[config.mk]
export PLATFORM = sky130hd
export DESIGN_NAME = line_fifo_reader
export DESIGN_NICKNAME = d
export VERILOG_FILES = /design/src/rtl/line_fifo_reader.sv
export SDC_FILE = /design/constraint.sdc
export NUM_CORES = 1
export LEC_CHECK = 0
export ABC_CLOCK_PERIOD_IN_PS = 7250
export CAP_MARGIN = 40
export CORE_MARGIN = 2
export CORE_UTILIZATION = 50
export CTS_BUF_LIST = sky130_fd_sc_hd__clkbuf_4
export DETAILED_ROUTE_END_ITERATION = 10
export GPL_ROUTABILITY_DRIVEN = 0
export PLACE_DENSITY_LB_ADDON = 0.1
export SYNTH_ARGS = -nofsm -noshare
export SYNTH_HDL_FRONTEND = slang
export SYNTH_SLANG_ARGS = --single-unit
[constraint.sdc]
create_clock -name clk -period 7.25 [get_ports clk]
set_input_delay 2.175 -clock clk [delete_from_list [all_inputs] [get_ports clk]]
set_output_delay 2.175 -clock clk [all_outputs]
set_load 0.02 [all_outputs]
[src/rtl/line_fifo_reader.sv]
// Read-side controller for an 8-bit first-word-fall-through line FIFO: pops
// fixed-length lines and streams them as valid/ready bytes with SOL/EOL marks.
module line_fifo_reader #(
  parameter int LEN_W      = 15,
  parameter int NLINE_W    = 16,
  parameter int GAP_CYCLES = 4,
  parameter int STALL_MAX  = 1024
) (
  input  logic               clk,
  input  logic               rst_n,
  input  logic               start,
  input  logic [LEN_W-1:0]   line_len,
  input  logic [NLINE_W-1:0] line_num,
  input  logic [7:0]         fifo_dout,
  input  logic               fifo_empty,
  input  logic               fifo_underflow,
  output logic               fifo_rd_en,
  output logic [7:0]         px_data,
  output logic               px_valid,
  input  logic               px_ready,
  output logic               px_sol,
  output logic               px_eol,
  output logic               busy,
  output logic               done,
  output logic               err_stall,
  output logic               err_uflow
);

  localparam int GAP_W   = (GAP_CYCLES > 1) ? $clog2(GAP_CYCLES) : 1;
  localparam int STALL_W = (STALL_MAX > 1) ? $clog2(STALL_MAX) : 1;
  localparam logic [GAP_W-1:0]   GAP_LAST   = GAP_W'((GAP_CYCLES > 0) ? GAP_CYCLES - 1 : 0);
  localparam logic [STALL_W-1:0] STALL_LAST = STALL_W'((STALL_MAX > 0) ? STALL_MAX - 1 : 0);

  typedef enum logic [1:0] {
    S_IDLE   = 2'd0,
    S_STREAM = 2'd1,
    S_GAP    = 2'd2,
    S_DONE   = 2'd3
  } state_t;

  state_t               r_state;
  logic [LEN_W-1:0]     r_len;
  logic [NLINE_W-1:0]   r_num;
  logic [LEN_W-1:0]     r_issue;
  logic [NLINE_W-1:0]   r_row;
  logic [GAP_W-1:0]     r_gap;
  logic [STALL_W-1:0]   r_stall;
  logic [7:0]           r_px_data;
  logic                 r_px_valid;
  logic                 r_px_sol;
  logic                 r_px_eol;
  logic                 r_busy;
  logic                 r_done;
  logic                 r_err_stall;
  logic                 r_err_uflow;

  logic w_can_load;
  logic w_line_open;
  logic w_rd_en;
  logic w_eol_acc;
  logic w_last_row;
  logic w_stall_hit;
  logic w_uflow_hit;
  logic w_abort;

  // Issue count reaches r_len exactly once per line; LEN_W bits hold 2^LEN_W-1 without wrapping.
  assign w_can_load  = ~r_px_valid | px_ready;
  assign w_line_open = (r_issue < r_len);
  assign w_rd_en     = (r_state == S_STREAM) & ~fifo_empty & w_can_load & w_line_open;
  assign w_eol_acc   = r_px_valid & px_ready & r_px_eol;
  assign w_last_row  = (r_row == (r_num - NLINE_W'(1)));
  assign w_stall_hit = (r_state == S_STREAM) & w_line_open & fifo_empty & (r_stall == STALL_LAST);
  assign w_uflow_hit = ((r_state == S_STREAM) | (r_state == S_GAP)) & fifo_underflow;
  assign w_abort     = w_stall_hit | w_uflow_hit;

  assign fifo_rd_en = w_rd_en;
  assign px_data    = r_px_data;
  assign px_valid   = r_px_valid;
  assign px_sol     = r_px_sol;
  assign px_eol     = r_px_eol;
  assign busy       = r_busy;
  assign done       = r_done;
  assign err_stall  = r_err_stall;
  assign err_uflow  = r_err_uflow;

  always_ff @(posedge clk or negedge rst_n) begin
    if (!rst_n) begin
      r_state     <= S_IDLE;
      r_len       <= '0;
      r_num       <= '0;
      r_issue     <= '0;
      r_row       <= '0;
      r_gap       <= '0;
      r_stall     <= '0;
      r_px_data   <= 8'h00;
      r_px_valid  <= 1'b0;
      r_px_sol    <= 1'b0;
      r_px_eol    <= 1'b0;
      r_busy      <= 1'b0;
      r_done      <= 1'b0;
      r_err_stall <= 1'b0;
      r_err_uflow <= 1'b0;
    end else begin
      r_done <= 1'b0;

      if (w_abort) begin
        r_px_valid <= 1'b0;
        r_px_sol   <= 1'b0;
        r_px_eol   <= 1'b0;
      end else if (w_rd_en) begin
        r_px_data  <= fifo_dout;
        r_px_valid <= 1'b1;
        r_px_sol   <= (r_issue == '0);
        r_px_eol   <= (r_issue == (r_len - LEN_W'(1)));
      end else if (px_ready) begin
        r_px_valid <= 1'b0;
      end

      // Starvation timer only runs while the current line still owes bytes.
      if (w_rd_en) begin
        r_issue <= r_issue + LEN_W'(1);
        r_stall <= '0;
      end else if ((r_state == S_STREAM) && w_line_open && fifo_empty) begin
        r_stall <= r_stall + STALL_W'(1);
      end

      case (r_state)
        S_IDLE: begin
          if (start) begin
            r_len       <= (line_len == '0) ? LEN_W'(1) : line_len;
            r_num       <= (line_num == '0) ? NLINE_W'(1) : line_num;
            r_issue     <= '0;
            r_row       <= '0;
            r_stall     <= '0;
            r_err_stall <= 1'b0;
            r_err_uflow <= 1'b0;
            r_busy      <= 1'b1;
            r_state     <= S_STREAM;
          end
        end
        S_STREAM: begin
          if (w_eol_acc) begin
            if (w_last_row) begin
              r_state <= S_DONE;
              r_done  <= 1'b1;
              r_busy  <= 1'b0;
            end else if (GAP_CYCLES == 0) begin
              r_row   <= r_row + NLINE_W'(1);
              r_issue <= '0;
            end else begin
              r_gap   <= '0;
              r_state <= S_GAP;
            end
          end
        end
        S_GAP: begin
          if (r_gap == GAP_LAST) begin
            r_row   <= r_row + NLINE_W'(1);
            r_issue <= '0;
            r_state <= S_STREAM;
          end else begin
            r_gap <= r_gap + GAP_W'(1);
          end
        end
        S_DONE: begin
          r_state <= S_IDLE;
        end
        default: begin
          r_state <= S_IDLE;
          r_busy  <= 1'b0;
        end
      endcase

      // Abort overrides any transition chosen above; both causes may latch together.
      if (w_abort) begin
        r_state     <= S_IDLE;
        r_busy      <= 1'b0;
        r_done      <= 1'b0;
        r_err_stall <= r_err_stall | w_stall_hit;
        r_err_uflow <= r_err_uflow | w_uflow_hit;
      end
    end
  end

endmodule

* Word-level counts from Yosys, hierarchy flattened
Index checks and enable logic that the tools add are counted.
** Cells by class
- Add/subtract/negate cells :: 6
- $lt $le $gt $ge :: 1
- Equality and inequality tests :: 16
- Mux-type cells :: 43
- Bitwise gates (word level) :: 17
- Reduce and logical (&&, ||, !) cells :: 20
** Operators with widths (number)
- 15-bit two-way mux :: 4
- 16-bit two-way mux :: 3
- 10-bit two-way mux :: 4
- 16-bit case mux with 2 select lines :: 1
- 15-bit logical NOT :: 2
- 15-bit case mux with 2 select lines :: 1
- 1-bit two-way mux :: 20
- 16-bit by 1-bit adder with 16-bit output (second input constant) :: 1
- 16-bit == test :: 1
- 16-bit logical NOT :: 1
- 16-bit by 1-bit subtractor with 16-bit output (second input constant) :: 1
- 15-bit by 1-bit adder with 15-bit output (second input constant) :: 1
- 15-bit == test :: 1
- 15-bit < comparator :: 1
- 15-bit by 1-bit subtractor with 15-bit output (second input constant) :: 1
- 2-bit two-way mux :: 7
- 10-bit by 1-bit adder with 10-bit output (second input constant) :: 1
- 10-bit == test (second input constant) :: 1
- 2-bit nonzero test :: 5
- 1-bit bitwise AND :: 9
- 3-bit inequality test (second input constant) :: 3
- 2-bit inequality test (second input constant) :: 4
- 2-bit case mux with 4 select lines :: 1
- 4-bit AND reduction :: 2
- 14 further kinds :: 27
** Storage, ports and cells
- Bits in registers :: 91
- Input bits :: 45

* Logic depth before layout (Yosys ltp)
Gate-level depths: netlist (run 1).
- Word-level depth :: 7
- Gate-level depth with buffers :: 12
- Mapped depth without buffers :: 10

* Least setup slack after synthesis (run 1)
Ideal clock, no wire load.
- Path type :: input-to-output
- Start :: input px_ready
- End :: output fifo_rd_en
- Arrival time :: 3003 ps
- Data required time :: 5075 ps
- Path slack :: 2072 ps
- Stages :: 4
- Cell sequence :: nand2b_1 > and4b_1 > nand2_1 > clkinv_1
** Between the ends
- Cells in the longest elaborated chain, start to end :: 3
** Ends and longest elaborated chain
- from (decl) :: RTL line 20 : input logic px_ready,
- 1-bit OR :: RTL line 67 : assign w_can_load = ~r_px_valid | px_ready;
- 1-bit bitwise AND (2 in series) :: RTL line 69 : assign w_rd_en = (r_state == S_STREAM) & ~fifo_empty & w_can_load & w_line_open;
- to (decl) :: RTL line 17 : output logic fifo_rd_en,
No other way between the ends.

* Worst setup path in the final report (run 1)
Same ends and word-level chain as after synthesis.

==> results of run 1 <==
metal layers:
layer  GRT usage  up-vias  part of all wire
met2      0.3720       92              0.48
met1      0.2777     2313              0.45
met3     0.03811       29             0.036
met4      0.1169        0             0.033
met5           0        -                 0
li1            -     2299                 -
layout make-up:
type                    instances  share of cell area
multi-input cells             460              0.4936
flip-flops and latches         91              0.3448
clock buffers                  10             0.01137
diodes                          1           0.0003789
well taps                     143             0.02709
inverters                      32             0.01819
repair buffers                 65             0.09625
clock inverters                 5            0.008336
power by group through the flow:
stage	Sequential (mW)	Combinational [mW]	Clock [mW]
2_1_floorplan	0.816	0.722	0
4_1_cts	0.843	0.976	0.290
3_5_place_dp	0.853	0.971	0
3_3_place_gp	0.845	0.940	0
6_report	0.845	0.969	0.275
5_1_grt	0.871	1.09	0.305
kinds of logic (layout without fill, tap and decap cells):
logic type | after synthesis | in the layout
compound gates | 91 | 91
flops | 91 | 91
simple gates | 237 | 237
mux | 43 | 43
buf+inv | 57 | 112
other cells | 0 | 1
fa+ha+maj | 27 | 27
xor+xnor | 62 | 62
per-stage QoR:
step / cells / setup WS (ns)
3_3_place_gp: 790 / 0.9555
5_1_grt: 807 / 0.7610
2_1_floorplan: 608 / 2.072
6_report: 807 / 0.8912
4_1_cts: 806 / 0.8756
3_5_place_dp: 791 / 0.9032
registers in the layout, indices dropped and copies added (netlist names), 2 cells and up:
name	count
r_stall	10
r_gap	2
r_issue	15
r_num	16
px_data	8
r_row	16
r_state	2
r_len	15
path summary, 6_finish.rpt:
kind | endpoint | cells past startpoint | startpoint | slack [ns]
setup / recovery | fifo_rd_en | 6 | px_ready | 0.89
hold / removal | err_stall$_DFFE_PN0P_ | 2 | err_stall$_DFFE_PN0P_ | 0.49
setup reg to reg | busy$_DFFE_PN0P_ | 8 | r_issue[12]$_DFF_PN0_ | 4.09
hold reg to reg | err_stall$_DFFE_PN0P_ | 2 | err_stall$_DFFE_PN0P_ | 0.49
max in group asynchronous | r_row[15]$_DFFE_PN0P_ | 2 | rst_n | 4.51
min in group asynchronous | r_num[7]$_DFFE_PN0P_ | 1 | rst_n | 1.65
worst max-delay path: cells and delay by family:
family	cells	cell delay, ns
and+or+nand+nor	3	0.66
buffers and inverters	3	1.34
cell usage in the layout (no fill, tap or decap), types with 3 or more instances in the layout:
master	n
clkdlybuf4s50_1	59
and2_1	3
inv_1	31
a21oi_1	27
nand4_1	22
buf_4	6
nand2b_1	6
nor4_1	15
or4_1	9
o31ai_1	8
xor2_1	30
nor2b_1	7
and3_1	8
a211oi_1	4
mux2i_1	3
o311ai_0	6
mux2_2	39
a31oi_1	5
nor3_1	15
ha_1	27
nor2_1	52
o21ai_0	19
nand2_1	43
nand3_1	21
o41ai_1	3
or3_1	11
dfrtp_1	91
nand4b_1	4
clkbuf_4	10
nand3b_1	3
xnor2_1	32
==> results_dict.tcl, run 1 <==
set metrics [dict create \
    outcome "completed" \
    internal-power_mw 1.215 \
    hpwl_um 9701 \
    ys_top_cells_by_count "dfrtp_1, nor2_1, nand2_1, mux2_2, xnor2_1" \
    crit_fanout 10 \
    sw_frac_of_total 0.4187 \
    cp_common_cell "clkdlybuf4s50_1" \
    max_freq_ghz 0.1573 \
    netlist_area_um2 5782 \
    die_h_um 111.5 \
    synth-seq-cells 91 \
    cts_resized 0 \
    yosysUniqueCellTypes 66 \
    synth.area.top_cells "dfrtp_1, mux2_2, ha_1" \
    dr.pass1.iters 5 \
    worstPathArrival_ns 4.18 \
    die-width_um 111.5 \
    rsz0062_at_grt "no" \
    utilization 0.5808 \
    powerDensity_nw_per_um2 316.5 \
    start_util 0.5085 \
    rows 39 \
    io_pins 61 \
    dieArea_um2 12440 \
    nets 731 \
    cts_hold_buf 0 \
    synth_xor_area_frac 0.09392 \
    grt.overflow.total 0 \
    netlist_instances 608 \
    min_period_ns 6.359 \
    peakVddDrop_uv 184.1 \
    slowest_stage "clkdlybuf4s50_1" \
    yosysWarnings 0 \
    fin_tns_setup_ns 0 \
    synth_compound_area_frac 0.1032 \
    hold_viol 0 \
    io_buffers 60 \
    clk_latency_ns 0.47 \
    drv_cap 0 \
    clk_path_buf_depth 2 \
    cts_root_buf "clkbuf_4" \
    synth_top_cell_area_share 0.3939 \
    synth.most_common_cell "dfrtp_1" \
    cts_htree_levels 3 \
    drive_above_1_share 0.1101 \
    drt-initial-drc-count 214 \
    synthAdderAreaFrac 0.05843 \
    finClkSkew_ns 0.02022 \
    p_leak_nw 2.731 \
    final_max_slew_viol_count 0 \
    synthToLayoutAreaGrowth_pct 14.22 \
    path_cells "clkdlybuf4s50_1 > nand2b_1 > and4b_1 > nand2_1 > clkinv_1 > clkdlybuf4s50_1" \
    synthArstFlopShare 1.000 \
    clk_pin_slew_ns 0.13 \
    grt_pass1_vias 4819 \
    avgSynthCellArea_um2 9.510 \
    wire_per_inst_um 16.09 \
    min_period_over_period 0.8771 \
    cpPeakStageDelay_ns 0.61 \
    synth_edf_count 0 \
    antenna_found_initial 1 \
    cts_buffers 9 \
    grt_use_total 0.2226 \
    postCtsSetupBuffers 0 \
    critPathLaunchType "primary input" \
    cp.required_ns 5.08 \
    clkPwrFrac 0.132 \
    fin_total_pwr_mw 2.090 \
    grt_max_degree 57 \
    yosysSeqAreaShare 0.3939 \
    seq_area_um2 2277 \
    finalSetupViolCount 0 \
    end_kind "output pin" \
    synth.area.mux_share 0.08375 \
    worst_slew_pin_slew_ns 0.8990 \
    combPwrFrac 0.464 \
    fillers 1017 \
    drc 0 \
    power_switching_mw 0.8750 \
    hold_class "reg2reg" \
    clock-sinks 91 \
    grt_pass1_wl_um 22530 \
    synth-simple-area-share 0.2244 \
    finalInstanceArea_um2 6604 \
    synthesis.nets 680 \
    synth_ff_type "dfrtp_1" \
    place_area_um2 6471 \
    multi_input_area_um2 3259 \
    wirelength_um 12980 \
    yosys.area.top_type "dfrtp_1" \
    vias 4733 \
    cts_tree "built" \
    ant_nets 0 \
    avgViaCountPerCell 5.865 \
    slew_headroom 0.3955 \
    seq_power_share 0.405 \
    path_class "in2out" \
    timing.hold.ws_ns 0.4922 \
    synth_top_family_by_area "simple AND/OR/NAND/NOR gates" \
    core_um2 11370 \
]
(Power assumes the default switching activity.)
==> inputs of run 2 (changes only) <==
--- a/config.mk
+++ b/config.mk
@@ -12,7 +12,9 @@
 export CTS_BUF_LIST = sky130_fd_sc_hd__clkbuf_4
 export DETAILED_ROUTE_END_ITERATION = 10
 export GPL_ROUTABILITY_DRIVEN = 0
+export HOLD_SLACK_MARGIN = 0.03
 export PLACE_DENSITY_LB_ADDON = 0.1
+export SLEW_MARGIN = 25
 export SYNTH_ARGS = -nofsm -noshare
 export SYNTH_HDL_FRONTEND = slang
 export SYNTH_SLANG_ARGS = --single-unit
==> run 2 against run 1 <==
Clock power up 16%. Worst setup slack better by 0.0045 ns. Sequential share of layout area down 0.16 points. Largest cell class unchanged.
==> results_dict.tcl, run 2 (same netlist as run 1, synthesis figures left out) <==
set metrics [dict create \
    outcome "completed" \
    hpwl_um 9672 \
    synthToLayoutAreaGrowth_pct 14.74 \
    path_class "in2out" \
    end_kind "output pin" \
    cts_buffers 9 \
    clk_path_buf_depth 2 \
    nets 731 \
    p_leak_nw 2.744 \
    grt_pass1_vias 4777 \
    fillers 1012 \
    clock-sinks 91 \
    rsz0062_at_grt "no" \
    slew_headroom 0.4420 \
    multi_input_area_um2 3259 \
    slowest_stage "clkdlybuf4s50_1" \
    dieArea_um2 12440 \
    core_um2 11370 \
    dp_slack_ns 0.8945 \
    reg.largest.list "r_num: 16 flops, r_row: 16 flops" \
    cts_root_buf "clkbuf_4" \
    crit_family "buffers and inverters" \
    cts_hold_buf 0 \
    min_period_ns 6.354 \
    antenna_found_initial 1 \
    io_pins 61 \
    grt_pass1_wl_um 22590 \
    seq_area_um2 2277 \
    finalSetupViolCount 0 \
    wire_per_inst_um 16.20 \
    rows 39 \
    finClkSkew_ns 0.02697 \
    drv_cap 0 \
    grt.overflow.total 0 \
    utilization 0.5835 \
    cp.required_ns 5.08 \
    cts_htree_levels 3 \
    cts_resized 0 \
    peakVddDrop_uv 185.4 \
    layout_setup_ws_ns 0.8958 \
    worst_slew_pin_slew_ns 0.8299 \
    cts_tree "built" \
    io_buffers 60 \
    vias 4737 \
    fin_tns_setup_ns 0 \
    drive_above_1_share 0.1084 \
    ant_nets 0 \
    clk_pin_slew_ns 0.15 \
    finalInstanceArea_um2 6634 \
    avgViaCountPerCell 5.863 \
    cp_common_cell "clkdlybuf4s50_1" \
    fin_total_pwr_mw 2.137 \
    clk_latency_ns 0.50 \
    final_max_slew_viol_count 0 \
    cpPeakStageDelay_ns 0.61 \
    dr.pass1.iters 5 \
    drc 0 \
    mostFrequentLayoutCells "dfrtp_1, clkdlybuf4s50_1, nor2_1, nand2_1, mux2_2" \
    powerDensity_nw_per_um2 322.1 \
    place_area_um2 6471 \
    worstPathArrival_ns 4.18 \
    hold_viol 0 \
    drt-initial-drc-count 273 \
    final_common_cell "dfrtp_1" \
    die-width_um 111.5 \
    path_buf_inv 3 \
    grt_use_total 0.2236 \
    wirelength_um 13090 \
    grt_max_degree 57 \
    max_freq_ghz 0.1574 \
    min_period_over_period 0.8764 \
    hold_class "reg2reg" \
    start_util 0.5085 \
    die_h_um 111.5 \
    postCtsSetupBuffers 0 \
    crit_fanout 10 \
    critPathLaunchType "primary input" \
    path_cells "clkdlybuf4s50_1 > nand2b_1 > and4b_1 > nand2_1 > clkinv_1 > clkdlybuf4s50_1" \
]
run 2: final cells by class:
| class | instances | area share |
|---|---|---|
| timing repair buffer | 65 | 0.09581 |
| inverter | 32 | 0.01811 |
| sequential | 91 | 0.3433 |
| clock inverter | 7 | 0.01396 |
| tap | 143 | 0.02697 |
| multi-input combinational | 460 | 0.4913 |
| antenna | 1 | 0.0003772 |
| clock buffer | 9 | 0.01018 |
run 2: tightest hold or removal path, cell delays in order, from the launching register on:
cell     delay (ns)
dfrtp_1        0.37
nand2_1        0.05
o31ai_1        0.05
run 2: per-layer routing:
layer	global-route usage	wire, um	vias up
met2	0.3768	6433	86
met1	0.2825	5823	2318
met4	0.1095	396	0
met3	0.03375	439	25
li1	-	-	2308
met5	0	0	-
run 2: per-stage QoR:
stage	hold WS [ns]	std cells
detailed placement	0.4724	791
CTS	0.5059	807
global route	0.5350	808
global placement	0.4680	790
finish	0.4957	808
floorplan	0.4971	608
run 2: final timing paths:
check                      cells past startpoint                  start  slack [ns]                     to
setup / recovery                               6               px_ready        0.90             fifo_rd_en
hold / removal                                 2  err_stall$_DFFE_PN0P_        0.50  err_stall$_DFFE_PN0P_
setup reg to reg                               8  r_issue[12]$_DFF_PN0_        4.05  r_issue[14]$_DFF_PN0_
hold reg to reg                                2  err_stall$_DFFE_PN0P_        0.50  err_stall$_DFFE_PN0P_
max in group asynchronous                      2                  rst_n        4.50  r_row[15]$_DFFE_PN0P_
min in group asynchronous                      1                  rst_n        1.62   r_num[7]$_DFFE_PN0P_
run 2: where the power goes:
group          internal [mW]  switching, mW
clock                  0.138          0.180
combinational          0.463          0.508
sequential             0.646          0.201
==> inputs of run 3 (changes only) <==
--- a/config.mk
+++ b/config.mk
@@ -11,7 +11,7 @@
 export CORE_UTILIZATION = 50
 export CTS_BUF_LIST = sky130_fd_sc_hd__clkbuf_4
 export DETAILED_ROUTE_END_ITERATION = 10
-export GPL_ROUTABILITY_DRIVEN = 0
+export GPL_ROUTABILITY_DRIVEN = 1
 export HOLD_SLACK_MARGIN = 0.03
 export PLACE_DENSITY_LB_ADDON = 0.1
 export SLEW_MARGIN = 25
==> run 3 against run 2 <==
Die area did not move. Combinational power is 0.8% higher. Core utilization decreased by 0.35 points. Sequential share of layout area up 0.21 points.
==> results_dict.tcl, run 3 (same netlist as run 1, synthesis figures left out) <==
set metrics [dict create \
    core_um2 11370 \
    nets 732 \
    postCtsSetupBuffers 0 \
    clk_path_buf_depth 2 \
    end_kind "output pin" \
    grt_max_degree 58 \
    cts_tree "built" \
    critPathLaunchType "primary input" \
    fin_tns_setup_ns 0 \
    drt-initial-drc-count 208 \
    io_pins 61 \
    dieArea_um2 12440 \
    cts_root_buf "clkbuf_4" \
    finClkSkew_ns 0.02465 \
    rsz0062_at_grt "no" \
    drv_cap 0 \
    ant_nets 0 \
    utilization 0.5799 \
    dr.pass1.iters 4 \
    slew_headroom 0.5113 \
    cts_buffers 9 \
    cts_htree_levels 3 \
    finalInstanceArea_um2 6594 \
    final_common_cell "dfrtp_1" \
    worstPathArrival_ns 4.18 \
    avgViaCountPerCell 5.861 \
    fin_total_pwr_mw 2.081 \
    reg.largest.list "r_num: 16 flops, r_row: 16 flops" \
    cts_hold_buf 0 \
    min_from "err_stall$_DFFE_PN0P_" \
    cp.required_ns 5.08 \
    grt_pass1_vias 4786 \
    grt_use_total 0.2286 \
    clk_latency_ns 0.48 \
    rows 39 \
    whs_path_depth 2 \
    reg2regPathDepth 8 \
    outcome "completed" \
    hold_viol 0 \
    cts_resized 0 \
    start_util 0.5085 \
    die_h_um 111.5 \
    hold_class "reg2reg" \
    antenna_cells 0 \
    p_leak_nw 2.728 \
    drive_above_1_share 0.1113 \
    synthToLayoutAreaGrowth_pct 14.04 \
    path_class "in2out" \
    peakVddDrop_uv 189.8 \
    powerDensity_nw_per_um2 315.7 \
    antenna_found_initial 0 \
    crit_fanout 10 \
    rr_startpoint "r_issue[12]$_DFF_PN0_" \
    min_period_over_period 0.8760 \
    clock-sinks 91 \
    max_freq_ghz 0.1575 \
    hpwl_um 9974 \
    io_buffers 60 \
    place_area_um2 6471 \
    finalSetupViolCount 0 \
    wire_per_inst_um 16.56 \
    clk_pin_slew_ns 0.15 \
    die-width_um 111.5 \
    mostFrequentLayoutCells "dfrtp_1, clkdlybuf4s50_1, nor2_1, nand2_1, mux2_2" \
    drc 0 \
    worst_slew_pin_slew_ns 0.7331 \
    grt_pass1_wl_um 23130 \
    r2r_setup_slack_ns 4.00 \
    vias 4736 \
    min_period_ns 6.351 \
    wirelength_um 13380 \
    grt.overflow.total 0 \
    worstHoldEndpoint "err_stall$_DFFE_PN0P_" \
    final_max_slew_viol_count 0 \
    timing.hold.ws_ns 0.5021 \
    r2r-end "r_issue[14]$_DFF_PN0_" \
    routabilityCongestion 0.8702 \
]
-- run 3: critical path, stage by stage --
cell             delay, ns
clkdlybuf4s50_1       0.44
nand2b_1              0.17
and4b_1               0.24
nand2_1               0.25
clkinv_1              0.28
clkdlybuf4s50_1       0.61
-- run 3: through the flow --
step,std cells,setup WS (ns)
3_5_place_dp,791,0.9062
4_1_cts,807,0.8835
2_1_floorplan,608,2.072
5_1_grt,808,0.7379
3_3_place_gp,790,0.9544
6_report,808,0.8993
-- run 3: cell type report --
| cell class | count | area, um2 |
|---|---|---|
| clock buffer | 12 | 90.09 |
| fill | 1050 | 4776 |
| clock inverter | 4 | 27.53 |
| timing repair buffer | 66 | 640.6 |
| multi-input combinational | 460 | 3259 |
| sequential | 91 | 2277 |
| inverter | 32 | 120.1 |
| tap | 143 | 178.9 |
-- run 3: where the power goes --
part | total (mW) | switching (mW) | internal (mW)
combinational | 0.979 | 0.514 | 0.465
clock | 0.257 | 0.175 | 0.0816
sequential | 0.845 | 0.199 | 0.646
total | 2.08 | 0.889 | 1.19
-- run 3: routing by layer --
metal  part of all wire  global-route usage
met2               0.50              0.3996
met3              0.034             0.05498
met1               0.45              0.2799
met5                  0                   0
met4              0.016             0.07243
-- run 3: how the worst max path moves through the flow --
stage	end	startpoint	cells past startpoint
after global routing	fifo_rd_en	px_ready	6
after floorplan	fifo_rd_en	px_ready	4
final	fifo_rd_en	px_ready	6
after CTS	fifo_rd_en	px_ready	6
after global placement	fifo_rd_en	px_ready	6
after detailed placement	fifo_rd_en	px_ready	6
